**src/rtl/microwave_timer_ctrl.sv**
```systemverilog
// rtl/microwave_timer_ctrl.sv - BCD cook timer, power duty cycle, door interlock and alert FSM
module microwave_timer_ctrl #(
    parameter int TICKS_PER_SEC = 100000000,
    parameter int MIN_DIGITS    = 1,
    parameter int DUTY_WINDOW_S = 10,
    parameter int DONE_SECS     = 3
) (
    input  logic                    clk,
    input  logic                    clearn,
    input  logic [9:0]              keypad,
    input  logic                    startn,
    input  logic                    stopn,
    input  logic                    powern,
    input  logic                    door_closed,
    output logic [6:0]              seconds_ones_out,
    output logic [6:0]              seconds_tens_out,
    output logic [7*MIN_DIGITS-1:0] minutes_out,
    output logic [3:0]              power_level,
    output logic                    mag_on,
    output logic                    done
);

    localparam int PW = $clog2(TICKS_PER_SEC);
    localparam int CW = $clog2(DONE_SECS + 1);
    localparam int MW = 4 * MIN_DIGITS;

    localparam logic [3:0]    FULL_POWER = 4'(DUTY_WINDOW_S);
    localparam logic [3:0]    DUTY_LAST  = 4'(DUTY_WINDOW_S - 1);
    localparam logic [PW-1:0] PRESC_LAST = PW'(TICKS_PER_SEC - 1);
    localparam logic [CW-1:0] DONE_LAST  = CW'(DONE_SECS - 1);

    typedef enum logic [2:0] {
        S_IDLE    = 3'd0,
        S_PWR_SET = 3'd1,
        S_COOK    = 3'd2,
        S_PAUSED  = 3'd3,
        S_DONE    = 3'd4
    } state_t;

    state_t          r_state;
    logic            r_startn_q;
    logic            r_stopn_q;
    logic            r_powern_q;
    logic [9:0]      r_keypad_q;
    logic [3:0]      r_ones;
    logic [3:0]      r_tens;
    logic [MW-1:0]   r_min;
    logic [3:0]      r_power;
    logic [PW-1:0]   r_presc;
    logic [3:0]      r_duty;
    logic [CW-1:0]   r_done_cnt;
    logic            r_done;

    logic            w_start_ev;
    logic            w_stop_ev;
    logic            w_power_ev;
    logic            w_key_onehot;
    logic            w_key_ev;
    logic [3:0]      w_key_val;
    logic [3:0]      w_key_power;
    logic            w_tick;
    logic            w_time_zero;
    logic [3:0]      w_dec_ones;
    logic [3:0]      w_dec_tens;
    logic [MW-1:0]   w_dec_min;
    logic            w_dec_zero;
    logic [MW-1:0]   w_min_shift;
    logic            w_mag_req;

    // Standard common-cathode style 0-9 patterns, bit0 = segment a.
    function automatic logic [6:0] seg7(input logic [3:0] d);
        logic [6:0] s;
        case (d)
            4'd0:    s = 7'h3F;
            4'd1:    s = 7'h06;
            4'd2:    s = 7'h5B;
            4'd3:    s = 7'h4F;
            4'd4:    s = 7'h66;
            4'd5:    s = 7'h6D;
            4'd6:    s = 7'h7D;
            4'd7:    s = 7'h07;
            4'd8:    s = 7'h7F;
            4'd9:    s = 7'h6F;
            default: s = 7'h00;
        endcase
        return s;
    endfunction

    // Buttons are active-low: an event is a 1 -> 0 transition seen against last cycle.
    assign w_start_ev = r_startn_q & ~startn;
    assign w_stop_ev  = r_stopn_q  & ~stopn;
    assign w_power_ev = r_powern_q & ~powern;

    // A key counts only when the pad was idle last cycle and exactly one key is down now.
    assign w_key_onehot = (keypad != 10'd0) && ((keypad & (keypad - 10'd1)) == 10'd0);
    assign w_key_ev     = w_key_onehot && (r_keypad_q == 10'd0);

    // Encode the pressed key to its digit value.
    always_comb begin
        w_key_val = 4'd0;
        for (int i = 0; i < 10; i++) begin
            if (keypad[i]) begin
                w_key_val = 4'(i);
            end
        end
    end

    // Key 0 or anything past the window means full power.
    assign w_key_power = ((w_key_val == 4'd0) || (w_key_val >= FULL_POWER)) ? FULL_POWER : w_key_val;

    assign w_tick      = (r_presc == PRESC_LAST);
    assign w_time_zero = (r_ones == 4'd0) && (r_tens == 4'd0) && (r_min == '0);

    // One-second BCD decrement; a tens borrow always reloads 5 so entered 6..9 tens count down as-is.
    always_comb begin
        logic borrow;
        borrow     = 1'b0;
        w_dec_ones = r_ones;
        w_dec_tens = r_tens;
        w_dec_min  = r_min;
        if (r_ones != 4'd0) begin
            w_dec_ones = r_ones - 4'd1;
        end else begin
            w_dec_ones = 4'd9;
            if (r_tens != 4'd0) begin
                w_dec_tens = r_tens - 4'd1;
            end else begin
                w_dec_tens = 4'd5;
                borrow     = 1'b1;
            end
        end
        for (int i = 0; i < MIN_DIGITS; i++) begin
            if (borrow) begin
                if (r_min[i*4 +: 4] != 4'd0) begin
                    w_dec_min[i*4 +: 4] = r_min[i*4 +: 4] - 4'd1;
                    borrow              = 1'b0;
                end else begin
                    w_dec_min[i*4 +: 4] = 4'd9;
                end
            end
        end
    end

    assign w_dec_zero = (w_dec_ones == 4'd0) && (w_dec_tens == 4'd0) && (w_dec_min == '0);

    // Keypad entry shifts left: tens moves into minute digit 0, the top minute digit falls off.
    always_comb begin
        w_min_shift       = '0;
        w_min_shift[3:0]  = r_tens;
        for (int i = 1; i < MIN_DIGITS; i++) begin
            w_min_shift[i*4 +: 4] = r_min[(i-1)*4 +: 4];
        end
    end

    // Main controller: input edge history, digits, power, prescaler, duty and alert counters.
    always_ff @(posedge clk) begin
        if (!clearn) begin
            r_state    <= S_IDLE;
            r_startn_q <= 1'b1;
            r_stopn_q  <= 1'b1;
            r_powern_q <= 1'b1;
            r_keypad_q <= 10'd0;
            r_ones     <= 4'd0;
            r_tens     <= 4'd0;
            r_min      <= '0;
            r_power    <= FULL_POWER;
            r_presc    <= '0;
            r_duty     <= 4'd0;
            r_done_cnt <= '0;
            r_done     <= 1'b0;
        end else begin
            r_startn_q <= startn;
            r_stopn_q  <= stopn;
            r_powern_q <= powern;
            r_keypad_q <= keypad;

            case (r_state)
                S_IDLE: begin
                    if (w_stop_ev) begin
                        r_ones  <= 4'd0;
                        r_tens  <= 4'd0;
                        r_min   <= '0;
                        r_power <= FULL_POWER;
                    end else if (w_start_ev) begin
                        if (door_closed && !w_time_zero) begin
                            r_state <= S_COOK;
                            r_presc <= '0;
                            r_duty  <= 4'd0;
                        end
                    end else if (w_key_ev) begin
                        r_ones <= w_key_val;
                        r_tens <= r_ones;
                        r_min  <= w_min_shift;
                    end else if (w_power_ev) begin
                        r_state <= S_PWR_SET;
                    end
                end

                S_PWR_SET: begin
                    if (w_stop_ev) begin
                        r_state <= S_IDLE;
                    end else if (w_key_ev) begin
                        r_power <= w_key_power;
                        r_state <= S_IDLE;
                    end
                end

                S_COOK: begin
                    if (!door_closed || w_stop_ev) begin
                        r_state <= S_PAUSED;
                    end else if (w_tick) begin
                        r_presc <= '0;
                        r_ones  <= w_dec_ones;
                        r_tens  <= w_dec_tens;
                        r_min   <= w_dec_min;
                        r_duty  <= (r_duty == DUTY_LAST) ? 4'd0 : r_duty + 4'd1;
                        if (w_dec_zero) begin
                            r_state    <= S_DONE;
                            r_done     <= 1'b1;
                            r_done_cnt <= '0;
                        end
                    end else begin
                        r_presc <= r_presc + 1'b1;
                    end
                end

                S_PAUSED: begin
                    if (w_stop_ev) begin
                        r_state <= S_IDLE;
                        r_ones  <= 4'd0;
                        r_tens  <= 4'd0;
                        r_min   <= '0;
                    end else if (w_start_ev && door_closed) begin
                        r_state <= S_COOK;
                        r_presc <= '0;
                    end
                end

                S_DONE: begin
                    if (w_stop_ev || w_start_ev || !door_closed) begin
                        r_state <= S_IDLE;
                        r_done  <= 1'b0;
                    end else if (w_tick) begin
                        r_presc <= '0;
                        if (r_done_cnt == DONE_LAST) begin
                            r_state <= S_IDLE;
                            r_done  <= 1'b0;
                        end else begin
                            r_done_cnt <= r_done_cnt + 1'b1;
                        end
                    end else begin
                        r_presc <= r_presc + 1'b1;
                    end
                end

                default: begin
                    r_state <= S_IDLE;
                    r_done  <= 1'b0;
                end
            endcase
        end
    end

    // Magnetron request comes from registers only; the door gate stays combinational for safety.
    assign w_mag_req   = (r_state == S_COOK) && (r_duty < r_power);
    assign mag_on      = w_mag_req & door_closed;
    assign done        = r_done;
    assign power_level = r_power;

    // Seven-segment decode of the held digits.
    always_comb begin
        seconds_ones_out = seg7(r_ones);
        seconds_tens_out = seg7(r_tens);
        minutes_out      = '0;
        for (int i = 0; i < MIN_DIGITS; i++) begin
            minutes_out[i*7 +: 7] = seg7(r_min[i*4 +: 4]);
        end
    end

endmodule

```
**config.mk**
```make
export PLATFORM = sky130hd
export DESIGN_NAME = microwave_timer_ctrl
export DESIGN_NICKNAME = d
export VERILOG_FILES = /design/src/rtl/microwave_timer_ctrl.sv
export SDC_FILE = /design/constraint.sdc
export NUM_CORES = 1
export LEC_CHECK = 0
export CAP_MARGIN = 15
export CORE_ASPECT_RATIO = 0.5
export CORE_MARGIN = 2
export CORE_UTILIZATION = 50
export CTS_BUF_LIST = sky130_fd_sc_hd__clkbuf_2
export DETAILED_ROUTE_END_ITERATION = 8
export PLACE_DENSITY_LB_ADDON = 0.3
export RECOVER_POWER = 100
export SYNTH_ARGS = -nofsm -noshare
export SYNTH_HDL_FRONTEND = slang
export SYNTH_SLANG_ARGS = --single-unit
```
**constraint.sdc**
```tcl
create_clock -name clk -period 4.22 [get_ports clk]
set_input_delay 0.844 -clock clk [delete_from_list [all_inputs] [get_ports clk]]
set_output_delay 0.844 -clock clk [all_outputs]
set_load 0.01 [all_outputs]
```
After elaboration in Yosys (flattened, before gate mapping)
Memory sizes are Yosys's and may differ from the RTL's. A register that Yosys moved wholly into a read port is not among the register bits. Cells that the tools add are included.

Bits in registers: 66. Bits in read-only memories: 336. Bits of input ports: 16. Output and inout bits: 27. Logic and storage cells: 201. Memories kept: 3.

Memories: (name not given) (depth 16, bits a word 7, rd ports 1, clocked after memory_dff 1, wr ports 0, line 73) `case (d)`; (name not given) (depth 16, bits a word 7, rd ports 1, clocked after memory_dff 1, wr ports 0, line 73); (name not given) (depth 16, bits a word 7, rd ports 1, clocked after memory_dff 1, wr ports 0, line 73).

$add $sub $neg: 7. Order comparisons: 2. Eq/ne operators: 33. Muxes and demuxes: 92. Bitwise logic cells: 9. Reductions and logical operators: 42.

Operator list (number): two-way mux 27 bit (8); two-way mux 4 bit (45); case mux 27 bit (4 select lines) (1); two-way mux 3 bit (15); case mux 4 bit (3 select lines) (3); inequality test 3 bit (second input constant) (11); inequality test 2 bit (second input constant) (15); zero test 4 bit (7); adder 27 x 1 -> 27 bit (second input constant) (1); == test 27 bit (second input constant) (1); zero test 10 bit (2); AND reduction 6 bit (3); case mux 4 bit (2 select lines) (2); nonzero test 4 bit (4); case mux 3 bit (5 select lines) (1); two-way mux 2 bit (6); subtractor 4 x 1 -> 4 bit (second input constant) (3); bitwise AND 10 bit (1); AND reduction 10 bit (1); nonzero test 10 bit (1); subtractor 10 x 1 -> 10 bit (second input constant) (1); logical AND 1 bit (9); two-way mux 1 bit (9); AND reduction 8 bit (1); other kinds (21) (34).

Longest topological paths before layout
Depth in word-level cells: 15. Gate-level depth with buffers: 15. Gate-level depth less buffers: 14.

Least setup slack after synthesis
Ideal clock, no wire load.

Kind: input to register. Start point: input keypad[2]. End point: register, netlist name seconds_tens_out[5]. Library setup time: 0.144 ns. Arrival: 3.643 ns. Data required time: 4.076 ns. Path slack: 0.433 ns. Stages: 14. Buffers on the path: 1. Path through: nor3_1 -> nand3b_1 -> nor3b_1 -> o31ai_1 -> a211o_1 -> buf_2 -> nor2_1 -> a211oi_1 -> inv_1 -> ha_1 -> nand2_1 -> a21oi_1 -> a221oi_1 -> o22ai_1.

Longest elaborated chain between the ends: 9. Elaborated cells on any way between the ends: 10. Those cells by class: 1 x add/sub; 1 x eq/ne; 2 x mux; 1 x bitwise; 5 x reduce/logical.

Ends and longest elaborated chain: from (decl) (line 10) `input logic [9:0] keypad,`; subtractor 10 x 1 -> 10 bit (line 95) `assign w_key_onehot = (keypad != 10'd0) && ((keypad & (keypad - 10'd1)) == 10'd0);`; bitwise AND 10 bit (line 95); zero test 10 bit (line 95); logical AND 1 bit * (line 95); logical AND 1 bit * (line 96) `assign w_key_ev = w_key_onehot && (r_keypad_q == 10'd0);`; inequality test 3 bit (no source line) *; AND reduction 6 bit (no source line) *; two-way mux 4 bit (no source line) * (2 in series).

Every way passes the cells marked *; elsewhere a longest branch is shown, timed or not. A chain may end at the register's enable or synchronous reset.

Worst setup path after layout
Start point: input keypad[7]. End point: register, netlist name minutes_out[0].

Longest elaborated chain between the ends: 9. Elaborated cells on any way between the ends: 10. Those cells by class: 1 x add/sub; 1 x eq/ne; 2 x mux; 1 x bitwise; 5 x reduce/logical.

Ends and longest elaborated chain (line): subtractor 10 x 1 -> 10 bit (95); bitwise AND 10 bit (95); zero test 10 bit (95); logical AND 1 bit * (95); logical AND 1 bit * (96); inequality test 3 bit (no source line) *; AND reduction 6 bit (no source line) *; two-way mux 4 bit (no source line) * (2 in series).

Marked as above.

==> reports/results.ini <==
[outcome]
outcome = finished, violations left
violations = capacitance limit, slew limit

[yosys]
synthArstFlopShare = 0
syn-cell-area_sq_mm = 0.00508
ys.warnings.count = 0
postSynthAreaPerCell_sq_um = 8.12
synth_xor_area_frac = 0.0465
ys_ff_latch = 87
synthSimpleGateAreaFrac = 0.267
synth_top_family_by_area = simple AND/OR/NAND/NOR gates
syn_inst = 626
synth_compound_area_frac = 0.197
synth.distinct_cells = 72
synth_edf_count = 0
synth-main-ff-cell = dfxtp_1
syn_nets = 669
synthAdderAreaFrac = 0.0664
synth_mux_area_frac = 0.0283
ys_seq_area_frac = 0.343

[routing]
routed_wl_microns = 11200
ant_nets = 0
vias = 4627
wl_per_cell_microns = 13.9
drtPass1Iterations = 5
drtIter0Drc = 411
via_per_inst = 5.73
drc = 0

[sta]
relSlewSlack = -0.206
tightest_slew_ns = 1.81
drv_slew = 46
rsz0062_at_grt = false
period_needed_ns = 3.80
max_freq_mhz = 263
finalHoldViolations = 0
fin_crit_sh = 0.900
tns_ns = 0
setup_viol = 0
finalClockSkew_ns = 0.0185

[critical_path]
cp-start-kind = input pin
r2r_slack_ns = 0.58
critPathKind = in2reg
r2r_cells = 10
crit_slowest_cell = dlygate4sd3_1
path_cells = dlygate4sd3_1 > inv_1 > or4_1 > a21oi_1 > o31ai_1 > clkbuf_1 > a211oi_2 > buf_4 > nand3_1 > o31ai_1 > inv_1 > ha_1 > o31a_1 > o21ai_0
worstPathRequired_ns = 4.70
cp-end-kind = flip-flop
path_delay_family = compound AO/OA/AOI/OAI gates
timing.critical_path.slowest_cell_delay_ns = 0.61
r2r_start = r_tens[1]$_SDFFE_PN0N_
path_buf_inv = 5
cp_max_fo = 10
r2r_end = r_done_cnt[0]$_SDFFE_PN0P_
worstPathArrival_ns = 4.28

[pwr]
vdd_drop_max_uv = 216
powerDensity_mw_per_mm2 = 490
total_leakage_power_uw = 0.00220

[cts]
cts_resized = 0
cts_buffers = 9
clockBufferDepth = 2
htreeDepth = 3
cts-root-buf = clkbuf_2
cts_hold_buf = 0
clock_sinks = 87
cts_tree = built
clock_latency_ns = 0.55
post-cts-setup-buffer-count = 0
clkTransAtPathRegs_ns = 0.21

[final_layout]
fin_area_sq_mm = 0.00577
layout.nets = 711
final_layout_size_suffix_gt1_frac = 0.0669
num-fill-cells = 868
layout_common_cells = 87 x dfxtp_1, 65 x nor2_1, 55 x nand2_1
insertedDiodeCount = 0
layout_commonest_cell = dfxtp_1
syn_to_final_growth_pct = 13.5

[worst_hold_path]
hold_end = r_done_cnt[0]$_SDFFE_PN0P_
hold_class = reg2reg
min_from = r_done_cnt[0]$_SDFFE_PN0P_
min_path_cells = 2

[floorplanning]
die_w_microns = 147
die_area_sq_mm = 0.0110
die_y_microns = 75.3
initial_core_util = 0.526
row_count = 25
core_sq_mm = 0.00967
ios = 43

[global_route]
grt_usage = 0.214
grt.overflow.total = 0
grt_antenna_before_repair = 0
grt_max_degree = 46
grt_pass1_wl_microns = 19500
grt_pass1_vias = 4202

[job]
max_cap_violations = 1

[place]
io_buffers = 42
place_area_sq_mm = 0.00569
gp_congestion = 0.891
hpwl_microns = 8210

cell usage after synthesis, drive strengths merged (5+ instances only):
cell type  number  area, sq um
dfxtp          87         1740
nor2           65          244
nand2          55          206
inv            36          135
o21ai          35          175
a21oi          29          145
ha             27          338
clkbuf         23         86.3
nand3          22          110
nor3           17         95.1
xnor2          14          123
and2           13         81.3
nand2b         13         81.3
nand4          13         81.3
xor2           13          114
o22ai          12         75.1
mux2i          11          110
nor2b          10         62.6
or3            10         62.6
a211oi          8         65.1
buf             8         43.8
nor4            8         80.1
nor3b           7         57.6
a21o            6         45.0
a22o            5         43.8
and3            5         31.3
routing by layer:
metal | vias to the layer above | GRT usage | part of all wire
met4 | 0 | 0.0583 | 0.012
met3 | 15 | 0.0521 | 0.063
met1 | 2150 | 0.287 | 0.49
met5 | - | 0 | 0
li1 | 2324 | - | -
met2 | 138 | 0.355 | 0.44
flip-flops by register name, summed over array words and instances, names as in the netlist:
| signal | cells |
|---|---|
| r_presc | 27 |
| r_stopn_q | 1 |
| seconds_tens_out | 7 |
| seconds_ones_out | 7 |
| r_min | 4 |
| r_startn_q | 1 |
| r_keypad_q | 10 |
| r_duty | 4 |
| r_state | 3 |
| r_ones | 4 |
| r_powern_q | 1 |
| r_done_cnt | 2 |
| r_tens | 4 |
| done | 1 |
| minutes_out | 7 |
| power_level | 4 |
worst reg2reg max path: stages (launching register included):
cell,delay (ns)
dfxtp_1,0.39
inv_1,0.19
ha_1,0.22
nor3b_2,0.45
nor2_1,0.12
a211o_1,0.32
a2111oi_0,0.76
nor2_1,0.12
or4_1,0.57
or3_1,0.33
a21oi_1,0.13
cell families after synthesis:
| logic type | Yosys count |
|---|---|
| and+or+nand+nor | 257 |
| AOI/OAI and AO/OA | 147 |
| DFF | 87 |
| buffers and inverters | 67 |
| xor gates and xnor gates | 27 |
| adders and majority gates | 27 |
| muxes | 14 |
area by class of cell:
class / instances / area (sq um) / area share
timing repair buffer: 62 / 557 / 0.0965
multi-input combinational: 472 / 3070 / 0.532
inverter: 36 / 135 / 0.0234
sequential: 87 / 1740 / 0.302
tap: 135 / 169 / 0.0293
clock inverter: 6 / 51.3 / 0.00889
clock buffer: 10 / 50.0 / 0.00867
stage by stage:
stage / hold slack (ns) / total power, uW / worst slack [ns] / util / instances
5_1_grt: 0.505 / 3060 / 0.167 / 0.597 / 808
4_1_cts: 0.479 / 2870 / 0.417 / 0.600 / 808
3_5_place_dp: 0.455 / 2460 / -0.0190 / 0.589 / 792
2_1_floorplan: 0.440 / 2060 / 0.433 / - / 626
3_3_place_gp: 0.452 / 2440 / 0.175 / 0.589 / 792
6_report: 0.478 / 2830 / 0.423 / 0.597 / 808
power by group:
group | total, uW | leakage (uW) | internal, uW | switching, uW
Clock | 403 | 0.0000682 | 132 | 272
Sequential | 1030 | 0.000709 | 930 | 103
Combinational | 1390 | 0.00142 | 598 | 794
worst max path at each step:
stage	from	endpoint	cells past startpoint
5_1_grt	keypad[2]	minutes_out[4]$_DFF_P_	14
3_3_place_gp	keypad[7]	seconds_ones_out[1]$_DFF_P_	14
6_report	keypad[7]	minutes_out[0]$_DFF_P_	14
4_1_cts	r_state[1]$_SDFFE_PN0P_	mag_on	3
3_5_place_dp	keypad[7]	seconds_ones_out[2]$_DFF_P_	14
2_1_floorplan	keypad[2]	seconds_tens_out[5]$_DFF_P_	14
No activity file was read; power rests on OpenSTA's default activity.
